==> src/rtl/mcpu_ctrl_pkg.sv <==
// ---------------------------------------------------------------------------
// mcpu_ctrl_pkg
// Shared definitions for the multicycle CPU controller:
//   - state_e     : FSM state encodings (also shown on the debug 'state' port)
//   - OP_*        : instruction opcode field values (instruction[31:26])
//   - FUN_*       : R-type funct field values (instruction[5:0])
//   - ALU_*       : ALU_Control codes driven to the datapath ALU
//   - alu_op_e    : coarse ALU request from the FSM to mcpu_alu_dec
// ---------------------------------------------------------------------------
package mcpu_ctrl_pkg;

  typedef enum logic [4:0] {
    S_IF   = 5'd0,
    S_ID   = 5'd1,
    S_MA   = 5'd2,
    S_MRD  = 5'd3,
    S_WLW  = 5'd4,
    S_MWR  = 5'd5,
    S_EX_R = 5'd6,
    S_WR   = 5'd7,
    S_BEQ  = 5'd8,
    S_JMP  = 5'd9,
    S_AEX  = 5'd10,
    S_AWB  = 5'd11
  } state_e;

  localparam logic [5:0] OP_RTYPE = 6'b000000;
  localparam logic [5:0] OP_LW    = 6'b100011;
  localparam logic [5:0] OP_SW    = 6'b101011;
  localparam logic [5:0] OP_BEQ   = 6'b000100;
  localparam logic [5:0] OP_J     = 6'b000010;
  localparam logic [5:0] OP_ADDI  = 6'b001000;

  localparam logic [5:0] FUN_ADD = 6'b100000;
  localparam logic [5:0] FUN_SUB = 6'b100010;
  localparam logic [5:0] FUN_AND = 6'b100100;
  localparam logic [5:0] FUN_OR  = 6'b100101;
  localparam logic [5:0] FUN_SLT = 6'b101010;
  localparam logic [5:0] FUN_NOR = 6'b100111;

  localparam logic [2:0] ALU_ADD = 3'b010;
  localparam logic [2:0] ALU_SUB = 3'b110;
  localparam logic [2:0] ALU_AND = 3'b000;
  localparam logic [2:0] ALU_OR  = 3'b001;
  localparam logic [2:0] ALU_SLT = 3'b111;
  localparam logic [2:0] ALU_NOR = 3'b100;

  // What the FSM wants from the ALU; FUNCT defers to the instruction's funct field.
  typedef enum logic [1:0] {
    ALUOP_ADD   = 2'd0,
    ALUOP_SUB   = 2'd1,
    ALUOP_FUNCT = 2'd2
  } alu_op_e;

endpackage

==> src/rtl/mcpu_alu_dec.sv <==
// ---------------------------------------------------------------------------
// mcpu_alu_dec
// Translates the FSM's coarse ALU request into the 3-bit ALU_Control code.
// Ports:
//   alu_op   in  alu_op_e  add / sub / decode-from-funct request
//   fun      in  6         instruction[5:0] (funct field)
//   alu_ctrl out 3         ALU_Control code
// Unknown funct values fall back to add so an odd R-type behaves predictably.
// ---------------------------------------------------------------------------
module mcpu_alu_dec
  import mcpu_ctrl_pkg::*;
(
  input  alu_op_e     alu_op,
  input  logic [5:0]  fun,
  output logic [2:0]  alu_ctrl
);

  always_comb begin
    alu_ctrl = ALU_ADD;
    case (alu_op)
      ALUOP_ADD: alu_ctrl = ALU_ADD;
      ALUOP_SUB: alu_ctrl = ALU_SUB;
      ALUOP_FUNCT: begin
        case (fun)
          FUN_ADD: alu_ctrl = ALU_ADD;
          FUN_SUB: alu_ctrl = ALU_SUB;
          FUN_AND: alu_ctrl = ALU_AND;
          FUN_OR:  alu_ctrl = ALU_OR;
          FUN_SLT: alu_ctrl = ALU_SLT;
          FUN_NOR: alu_ctrl = ALU_NOR;
          default: alu_ctrl = ALU_ADD;
        endcase
      end
      default: alu_ctrl = ALU_ADD;
    endcase
  end

endmodule

==> src/rtl/mcpu_ctrl.sv <==
// ---------------------------------------------------------------------------
// mcpu_ctrl
// Moore-style control FSM for a MIPS-like multicycle datapath. Outputs decode
// combinationally from the registered state (plus MIO_ready in IF, Fun in
// EX_R/WR), so a reset drops any memory strobe in the same cycle.
// Ports:
//   clk, rst                 clock, asynchronous active-high reset
//   OPcode[5:0], Fun[5:0]    instruction fields from the IR
//   zero                     ALU zero flag (the datapath gates PCWriteCond with it)
//   MIO_ready                memory access completes this cycle
//   PCWrite .. CPU_MIO       1-bit datapath strobes / selects
//   ALUSrc_B[1:0]            00 B, 01 const 4, 10 imm, 11 imm<<2
//   PCSource[1:0]            00 ALU, 01 ALUOut, 10 jump target
//   ALU_Control[2:0]         ALU operation code
//   state[4:0]               current FSM state (debug)
// Configuration macro:
//   MCPU_ADDI_EN  when defined, addi (001000) runs ID -> AEX -> AWB -> IF;
//                 otherwise addi is a nop and states 10/11 are unused.
// ---------------------------------------------------------------------------
module mcpu_ctrl
  import mcpu_ctrl_pkg::*;
(
  input  logic       clk,
  input  logic       rst,
  input  logic [5:0] OPcode,
  input  logic [5:0] Fun,
  input  logic       zero,
  input  logic       MIO_ready,
  output logic       PCWrite,
  output logic       PCWriteCond,
  output logic       IorD,
  output logic       MemRead,
  output logic       mem_w,
  output logic       IRWrite,
  output logic       RegDst,
  output logic       MemtoReg,
  output logic       RegWrite,
  output logic       ALUSrcA,
  output logic       Branch,
  output logic       CPU_MIO,
  output logic [1:0] ALUSrc_B,
  output logic [1:0] PCSource,
  output logic [2:0] ALU_Control,
  output logic [4:0] state
);

  state_e  state_q, state_d;
  alu_op_e alu_op;

  // The branch decision is made in the datapath (PCWriteCond & zero), so the
  // controller only carries the flag through its interface.
  logic unused_zero;
  assign unused_zero = zero;

  // Next-state logic. Wait states (IF, MRD, MWR) hold until memory is ready;
  // unrecognised opcodes and unused state codes fall back to IF.
  always_comb begin
    state_d = state_q;
    case (state_q)
      S_IF:   if (MIO_ready) state_d = S_ID;
      S_ID: begin
        case (OPcode)
          OP_LW, OP_SW: state_d = S_MA;
          OP_RTYPE:     state_d = S_EX_R;
          OP_BEQ:       state_d = S_BEQ;
          OP_J:         state_d = S_JMP;
`ifdef MCPU_ADDI_EN
          OP_ADDI:      state_d = S_AEX;
`endif
          default:      state_d = S_IF;
        endcase
      end
      S_MA: begin
        if (OPcode == OP_LW)      state_d = S_MRD;
        else if (OPcode == OP_SW) state_d = S_MWR;
        else                      state_d = S_IF;
      end
      S_MRD:  if (MIO_ready) state_d = S_WLW;
      S_WLW:  state_d = S_IF;
      S_MWR:  if (MIO_ready) state_d = S_IF;
      S_EX_R: state_d = S_WR;
      S_WR:   state_d = S_IF;
      S_BEQ:  state_d = S_IF;
      S_JMP:  state_d = S_IF;
`ifdef MCPU_ADDI_EN
      S_AEX:  state_d = S_AWB;
      S_AWB:  state_d = S_IF;
`endif
      default: state_d = S_IF;
    endcase
  end

  // State register; reset forces IF immediately, aborting any pending access.
  always_ff @(posedge clk or posedge rst) begin
    if (rst) state_q <= S_IF;
    else     state_q <= state_d;
  end

  // Output decode. Everything defaults low with an add request; each state
  // raises only what it needs. IF gates its write strobes with MIO_ready so
  // the PC and IR only capture a completed fetch.
  always_comb begin
    PCWrite     = 1'b0;
    PCWriteCond = 1'b0;
    IorD        = 1'b0;
    MemRead     = 1'b0;
    mem_w       = 1'b0;
    IRWrite     = 1'b0;
    RegDst      = 1'b0;
    MemtoReg    = 1'b0;
    RegWrite    = 1'b0;
    ALUSrcA     = 1'b0;
    Branch      = 1'b0;
    CPU_MIO     = 1'b0;
    ALUSrc_B    = 2'b00;
    PCSource    = 2'b00;
    alu_op      = ALUOP_ADD;
    case (state_q)
      S_IF: begin
        MemRead  = 1'b1;
        CPU_MIO  = 1'b1;
        ALUSrc_B = 2'b01;
        IRWrite  = MIO_ready;
        PCWrite  = MIO_ready;
      end
      S_ID: begin
        ALUSrc_B = 2'b11;
      end
      S_MA: begin
        ALUSrcA  = 1'b1;
        ALUSrc_B = 2'b10;
      end
      S_MRD: begin
        MemRead = 1'b1;
        IorD    = 1'b1;
        CPU_MIO = 1'b1;
      end
      S_WLW: begin
        RegWrite = 1'b1;
        MemtoReg = 1'b1;
      end
      S_MWR: begin
        mem_w   = 1'b1;
        IorD    = 1'b1;
        CPU_MIO = 1'b1;
      end
      S_EX_R: begin
        ALUSrcA = 1'b1;
        alu_op  = ALUOP_FUNCT;
      end
      // The IR is unchanged in WR, so re-decoding Fun keeps the EX_R ALU code.
      S_WR: begin
        RegWrite = 1'b1;
        RegDst   = 1'b1;
        alu_op   = ALUOP_FUNCT;
      end
      S_BEQ: begin
        ALUSrcA     = 1'b1;
        alu_op      = ALUOP_SUB;
        PCWriteCond = 1'b1;
        Branch      = 1'b1;
        PCSource    = 2'b01;
      end
      S_JMP: begin
        PCWrite  = 1'b1;
        PCSource = 2'b10;
      end
`ifdef MCPU_ADDI_EN
      S_AEX: begin
        ALUSrcA  = 1'b1;
        ALUSrc_B = 2'b10;
      end
      S_AWB: begin
        RegWrite = 1'b1;
      end
`endif
      default: ;
    endcase
  end

  mcpu_alu_dec u_alu_dec (
    .alu_op   (alu_op),
    .fun      (Fun),
    .alu_ctrl (ALU_Control)
  );

  assign state = state_q;

endmodule
==> config.mk <==
export PLATFORM = sky130hd
export DESIGN_NAME = mcpu_ctrl
export DESIGN_NICKNAME = d
export VERILOG_FILES = /design/src/rtl/mcpu_ctrl_pkg.sv /design/src/rtl/mcpu_alu_dec.sv /design/src/rtl/mcpu_ctrl.sv
export SDC_FILE = /design/constraint.sdc
export NUM_CORES = 1
export LEC_CHECK = 0
export ABC_CLOCK_PERIOD_IN_PS = 2750
export BUFFER_PORTS_ARGS = -buffer_cell sky130_fd_sc_hd__buf_2
export CORE_MARGIN = 2
export CORE_UTILIZATION = 35
export CTS_CLUSTER_SIZE = 24
export DETAILED_ROUTE_END_ITERATION = 10
export GPL_TIMING_DRIVEN = 0
export PLACE_DENSITY = 0.71
export SYNTH_ARGS = -nofsm -noshare
export SYNTH_HDL_FRONTEND = slang
export SYNTH_SLANG_ARGS = --single-unit
==> constraint.sdc <==
create_clock -name clk -period 2.75 [get_ports clk]
set_input_delay 0.275 -clock clk [delete_from_list [all_inputs] [get_ports clk]]
set_output_delay 0.275 -clock clk [all_outputs]
set_load 0.05 [all_outputs]
==> results of run 1 <==
-- metrics by stage --
step | cell area [µm²] | hold slack, ns | std cells
floorplan | 614 | 0.0411 | 85
global placement | 821 | 0.154 | 139
detailed placement | 821 | 0.159 | 139
CTS | 853 | 0.352 | 143
global route | 853 | 0.388 | 143
finish | 853 | 0.359 | 143
-- worst max path at each step --
stage / slack (ns) / end
after floorplan: 0.0007 / RegWrite
after global placement: 0.57 / ALU_Control[0]
after detailed placement: 0.54 / ALU_Control[0]
after CTS: 0.29 / ALU_Control[0]
after global routing: 0.17 / ALU_Control[0]
final: 0.31 / ALU_Control[0]
-- cells in the mapped netlist, drive strengths merged (2+ instances only) --
cell / n
nand2: 4
nand3b: 2
nand2b: 6
or2: 3
buf: 7
and3: 2
dfrtp: 4
a211o: 2
ha: 2
nor2b: 4
nand4: 3
nor2: 12
xnor2: 2
inv: 5
a21oi: 3
and2: 2
nor3: 7
-- placed cells by master (no fill, tap or decap), types with 2 or more instances in the layout --
cell type	netlist	layout
sky130_fd_sc_hd__a211o_1	2	2
sky130_fd_sc_hd__a21oi_1	3	3
sky130_fd_sc_hd__and2_1	2	2
sky130_fd_sc_hd__and3_1	2	2
sky130_fd_sc_hd__buf_2	4	41
sky130_fd_sc_hd__buf_4	3	3
sky130_fd_sc_hd__clkbuf_4	0	3
sky130_fd_sc_hd__dfrtp_1	4	4
sky130_fd_sc_hd__ha_1	2	2
sky130_fd_sc_hd__inv_1	4	4
sky130_fd_sc_hd__nand2_1	4	4
sky130_fd_sc_hd__nand2b_1	6	6
sky130_fd_sc_hd__nand3b_1	2	2
sky130_fd_sc_hd__nand4_1	3	3
sky130_fd_sc_hd__nor2_1	11	11
sky130_fd_sc_hd__nor2b_1	4	4
sky130_fd_sc_hd__nor3_1	7	6
sky130_fd_sc_hd__or2_1	3	3
sky130_fd_sc_hd__xnor2_1	2	2
-- cell type report --
type	count	area, µm²
fill	181	836
multi-input combinational	69	453
timing repair buffer	38	195
sequential	4	100
buffer	7	42.5
clock buffer	3	22.5
tap	17	21.3
inverter	5	18.8
-- cells by family after synthesis --
kind of cell / count (synthesis) / share of synthesized area, %
other: 1 / 0.615
xor gates and xnor gates: 2 / 2.88
adders and majority gates: 2 / 4.11
AOI/OAI and AO/OA: 15 / 19.5
DFF: 4 / 16.4
and+or+nand+nor: 49 / 46.4
buffers and inverters: 12 / 10.1
-- worst register-to-register path, stage by stage (launching register included) --
cell	delay, ns
sky130_fd_sc_hd__dfrtp_1	0.38
sky130_fd_sc_hd__buf_2	0.19
sky130_fd_sc_hd__nor2_2	0.23
sky130_fd_sc_hd__nand2_1	0.12
sky130_fd_sc_hd__nor4b_2	0.26
sky130_fd_sc_hd__a211o_1	0.13
-- report_power, final --
group | leakage [nW] | total (W) | internal, W | switching, W
clock network | 0.0138 | 0.0000712 | 0.0000487 | 0.0000225
logic | 0.376 | 0.000126 | 0.0000384 | 0.0000881
registers | 0.0543 | 0.0000644 | 0.0000614 | 0.00000304
total | 0.444 | 0.000262 | 0.000148 | 0.000114
-- layer usage --
| metal | share of wire, % | track usage [%] | vias up | routed length (µm) |
|---|---|---|---|---|
| met1 | 46 | 19.4 | 323 | 696 |
| li1 | - | - | 381 | - |
| met5 | 0 | 0 | - | 0 |
| met3 | 8.5 | 4.76 | 0 | 130 |
| met4 | 0 | 1.71 | 0 | 0 |
| met2 | 46 | 23.4 | 35 | 699 |
==> run_results.csv, run 1 <==
group,metric,value,unit
run_status,status,"finished clean",
cells_and_area,finalNetCount,146,
die,die-height,45.7,µm
setup_path,worst_path_most_repeated_cell,"sky130_fd_sc_hd__buf_2",
route,detail_route.drc_violations,0,
place,dp.final_hpwl,1290,µm
synthesis,ys_ff_latch,4,
route,total_wirelength_of_the_detailed_routed_design,1530,µm
setup_path,worstReg2RegStart,"state[2]",
cts,cts_root_buf,"sky130_fd_sc_hd__clkbuf_4",
timing,hold_viol,0,
cells_and_area,max_ffs_per_register,4,
synthesis,syn-mean-instance-area,7.17,µm²
min_path,min_to,"state[3]",
route,detail_route.first_pass.iterations,4,
synthesis,synth_sequential_area_ratio,16.4,%
setup_path,critical_path.n_buffers_inverters,2,
place,port_buffers,37,
timing,final_min_period_over_clock_period,88.7,%
timing,fin_skew,0.00317,ns
setup_path,r2r_depth,5,
setup_path,required,2.48,ns
synthesis,synth_area,609,µm²
route,drt-vias-per-instance,5.17,
synthesis,yosys_most_used_dff,"sky130_fd_sc_hd__dfrtp_1",
job,max_cap_viol_count,0,
power,worst_vdd_rail_ir_drop,0.302,mV
cells_and_area,area.growth.synth_to_final,40.0,%
die,rows,15,
place,dp_slack,0.543,ns
cells_and_area,utilization,50.5,%
global_routing,grt_pass1_wl,2240,µm
setup_path,cpPeakStageDelay,0.38,ns
cts,cts.clk_slew.worst_paths,0.03,ns
global_routing,grt_antenna_before_repair,0,
power,cellLeakagePower,0.444,nW
cts,numClockSinks,4,
global_routing,maximum_number_of_pins_on_one_net_before_global_route_repair,11,
synthesis,synth_edf_count,0,
setup_path,rr_endpoint,"state[0]",
place,last_weighted_congestion_value_of_the_routability_driven_placer,0.929,
setup_path,worstSetupPathDepth,7,
route,per_cell_routed_wire_length,10.7,µm
timing,fin_ws,0.309,ns
timing,final_max_slew_viols,0,
setup_path,critPathTopFamily,"simple AND/OR/NAND/NOR gates",
setup_path,worst-r2r-setup-slack,1.38,ns
synthesis,synthesis.nets,103,
synthesis,async_reset_ff_share,100,%
cts,cts-root-to-sink-buffers,2,
min_path,worst_hold_startpoint,"OPcode[1]",
cts,cts_repair_resize_count,0,
min_path,min_path_cells,3,
timing,rsz0062_at_grt,"false",
synthesis,netlist.area_leader.share,16.4,%
die,start_util,36.1,%
global_routing,grt_remaining_overflow,0,
setup_path,cp_slowest_cell,"sky130_fd_sc_hd__dfrtp_1",
synthesis,synth_top_cells_by_area,"sky130_fd_sc_hd__dfrtp_1 16%, sky130_fd_sc_hd__nor2_1 6.8%, sky130_fd_sc_hd__nand2b_1 6.2%",
route,vias,739,
die,core_area,1690,µm²
setup_path,critical_path_class,"reg2out",
timing,fin_tns_setup,0,ns
power,finalPower,0.000262,W
setup_path,critical_path.endpoint_type,"output pin",
timing,period_minus_slack,2.44,ns
cts,cts_htree_levels,1,
global_routing,via_count_of_the_first_global_routing_pass,553,
route,initialDrtViolationCount,9,
cts,clock_latency_of_the_later_clocked_register_in_the_worst_skew_pair,0.23,ns
die,die-area,2090,µm²
cts,cts_tree,"yes",
timing,fmaxAchievable,410,MHz
global_routing,grt_use_total,14.5,%
route,postRouteAntennaNets,0,
die,io_pins,40,
setup_path,crit_path_start_kind,"flip-flop",
timing,report.final.setup_viol,0,
setup_path,crit_arrival,2.17,ns
synthesis,synth_top_cell_by_area,"sky130_fd_sc_hd__dfrtp_1",
synthesis,yosysWarningCount,0,
setup_path,crit_start,"state[2]",
cts,cts.hold.buffers_added,1,
min_path,hold_class,"in2reg",
synthesis,ys_types,35,
die,floorplan.die.width,45.7,µm
cells_and_area,num_antenna_cells,0,
synthesis,synthesis.instances,85,
setup_path,path_max_fanout,10,
cts,cts.repair_timing.setup_buffer_count,0,
cells_and_area,drive_above_1_share,42.9,%
setup_path,worstPathCellList,"buf_2 > nor2_2 > nand2_1 > or2_1 > ha_1 > nor3_2 > buf_2",
power,power_per_cell_area,307,nW/µm²
cts,cts_buffers,3,
Power figures use the tool's default switching activity.
==> run 2: changes to the inputs <==
--- a/config.mk
+++ b/config.mk
@@ -8,11 +8,11 @@
 export ABC_CLOCK_PERIOD_IN_PS = 2750
 export BUFFER_PORTS_ARGS = -buffer_cell sky130_fd_sc_hd__buf_2
 export CORE_MARGIN = 2
-export CORE_UTILIZATION = 35
+export CORE_UTILIZATION = 44
 export CTS_CLUSTER_SIZE = 24
 export DETAILED_ROUTE_END_ITERATION = 10
 export GPL_TIMING_DRIVEN = 0
-export PLACE_DENSITY = 0.71
+export PLACE_DENSITY = 0.85
 export SYNTH_ARGS = -nofsm -noshare
 export SYNTH_HDL_FRONTEND = slang
 export SYNTH_SLANG_ARGS = --single-unit
==> run_results.csv, run 2 (same netlist as run 1, synthesis figures left out) <==
group,metric,value,unit
die,die-height,41.2,µm
place,last_weighted_congestion_value_of_the_routability_driven_placer,0.908,
cells_and_area,max_ffs_per_register,4,
min_path,worst_hold_startpoint,"OPcode[1]",
cells_and_area,layout_common_cells,"41 x sky130_fd_sc_hd__buf_2, 11 x sky130_fd_sc_hd__nor2_1, 6 x sky130_fd_sc_hd__nand2b_1, 6 x sky130_fd_sc_hd__nor3_1",
timing,period_minus_slack,2.45,ns
global_routing,grt_remaining_overflow,0,
route,total_wirelength_of_the_detailed_routed_design,1610,µm
cells_and_area,finalInstanceArea,851,µm²
setup_path,worstReg2RegStart,"state[2]",
route,drt-vias-per-instance,5.33,
setup_path,crit_path_start_kind,"flip-flop",
global_routing,maximum_number_of_pins_on_one_net_before_global_route_repair,11,
cts,cts_root_buf,"sky130_fd_sc_hd__clkbuf_4",
setup_path,worst-r2r-setup-slack,1.35,ns
cts,cts.clk_slew.worst_paths,0.04,ns
min_path,hold_class,"in2reg",
route,vias,752,
place,port_buffers,37,
timing,fin_tns_setup,0,ns
route,detail_route.first_pass.iterations,3,
timing,final_max_slew_viols,0,
min_path,min_to,"state[3]",
global_routing,via_count_of_the_first_global_routing_pass,607,
cells_and_area,utilization,65.4,%
setup_path,path_max_fanout,10,
power,finalPower,0.000262,W
die,rows,13,
cells_and_area,area.growth.synth_to_final,39.6,%
min_path,min_path_cells,3,
cells_and_area,num_antenna_cells,0,
die,floorplan.die.width,41.2,µm
die,die-area,1700,µm²
cts,clock_latency_of_the_later_clocked_register_in_the_worst_skew_pair,0.23,ns
timing,fmaxAchievable,408,MHz
power,worst_vdd_rail_ir_drop,0.311,mV
cts,numClockSinks,4,
place,dp.final_hpwl,1370,µm
job,max_cap_viol_count,0,
cells_and_area,drive_above_1_share,42.9,%
setup_path,r2r_depth,5,
setup_path,required,2.48,ns
setup_path,crit_arrival,2.17,ns
timing,hold_viol,0,
die,core_area,1300,µm²
place,placed_area,818,µm²
global_routing,grt_antenna_before_repair,0,
global_routing,grt_pass1_wl,2290,µm
cts,cts_buffers,3,
route,per_cell_routed_wire_length,11.4,µm
route,initialDrtViolationCount,8,
power,power_per_cell_area,308,nW/µm²
timing,fin_skew,0.000527,ns
cts,cts_tree,"yes",
setup_path,rr_endpoint,"state[0]",
cts,cts_htree_levels,1,
cts,cts-root-to-sink-buffers,2,
route,postRouteAntennaNets,0,
die,io_pins,40,
cts,cts_repair_resize_count,0,
route,detail_route.drc_violations,0,
run_status,status,"finished clean",
timing,worst_hold_slack,0.362,ns
global_routing,grt_use_total,20.5,%
cells_and_area,finalNetCount,146,
setup_path,critical_path_class,"reg2out",
power,cellLeakagePower,0.444,nW
cells_and_area,layout_commonest_cell,"sky130_fd_sc_hd__buf_2",
die,start_util,46.8,%
setup_path,critical_path.endpoint_type,"output pin",
timing,rsz0062_at_grt,"false",
cts,cts.repair_timing.setup_buffer_count,0,
cts,cts.hold.buffers_added,1,
timing,final_min_period_over_clock_period,89.1,%
timing,report.final.setup_viol,0,
-- run 2: per-stage QoR --
step	instances	setup WS, ns
final	141	0.300
after global routing	141	0.162
after CTS	141	0.302
after detailed placement	137	0.550
after global placement	137	0.570
after floorplan	85	0.000701
-- run 2: how the worst max path moves through the flow --
stage | startpoint | end | depth (start not counted)
detailed placement | state[2] | ALU_Control[0] | 7
global placement | state[2] | ALU_Control[0] | 7
floorplan | state[0] | RegWrite | 3
global route | state[2] | ALU_Control[0] | 7
CTS | state[2] | ALU_Control[0] | 7
finish | state[2] | ALU_Control[0] | 7
-- run 2: report_power, final --
group | leakage (nW) | total [W] | switching, W | internal (W)
Clock | 0.0138 | 0.0000711 | 0.0000224 | 0.0000487
Combinational | 0.376 | 0.000127 | 0.0000882 | 0.0000384
Sequential | 0.0543 | 0.0000644 | 0.00000309 | 0.0000614
Total | 0.444 | 0.000262 | 0.000114 | 0.000148
-- run 2: metal layers --
layer / GRT usage, % / up-vias / wire (µm)
met3: 5.43 / 0 / 121
met2: 39.1 / 31 / 864
met5: 0 / - / 0
met4: 10.5 / 0 / 0
li1: - / 381 / -
met1: 19.8 / 340 / 625
-- run 2: final cells by class --
cell class	instances	area, µm²
Multi-Input combinational cell	69	453
Fill cell	134	450
Timing Repair Buffer	38	195
Sequential cell	4	100
Buffer	7	42.5
Clock buffer	3	22.5
Inverter	5	18.8
Tap cell	15	18.8
-- run 2: worst max-delay path, cell delays in order (launching register included) --
cell	delay, ns
sky130_fd_sc_hd__dfrtp_1	0.39
sky130_fd_sc_hd__buf_2	0.19
sky130_fd_sc_hd__nor2_2	0.22
sky130_fd_sc_hd__nand2_1	0.10
sky130_fd_sc_hd__or2_1	0.24
sky130_fd_sc_hd__ha_1	0.35
sky130_fd_sc_hd__nor3_2	0.17
sky130_fd_sc_hd__buf_2	0.28
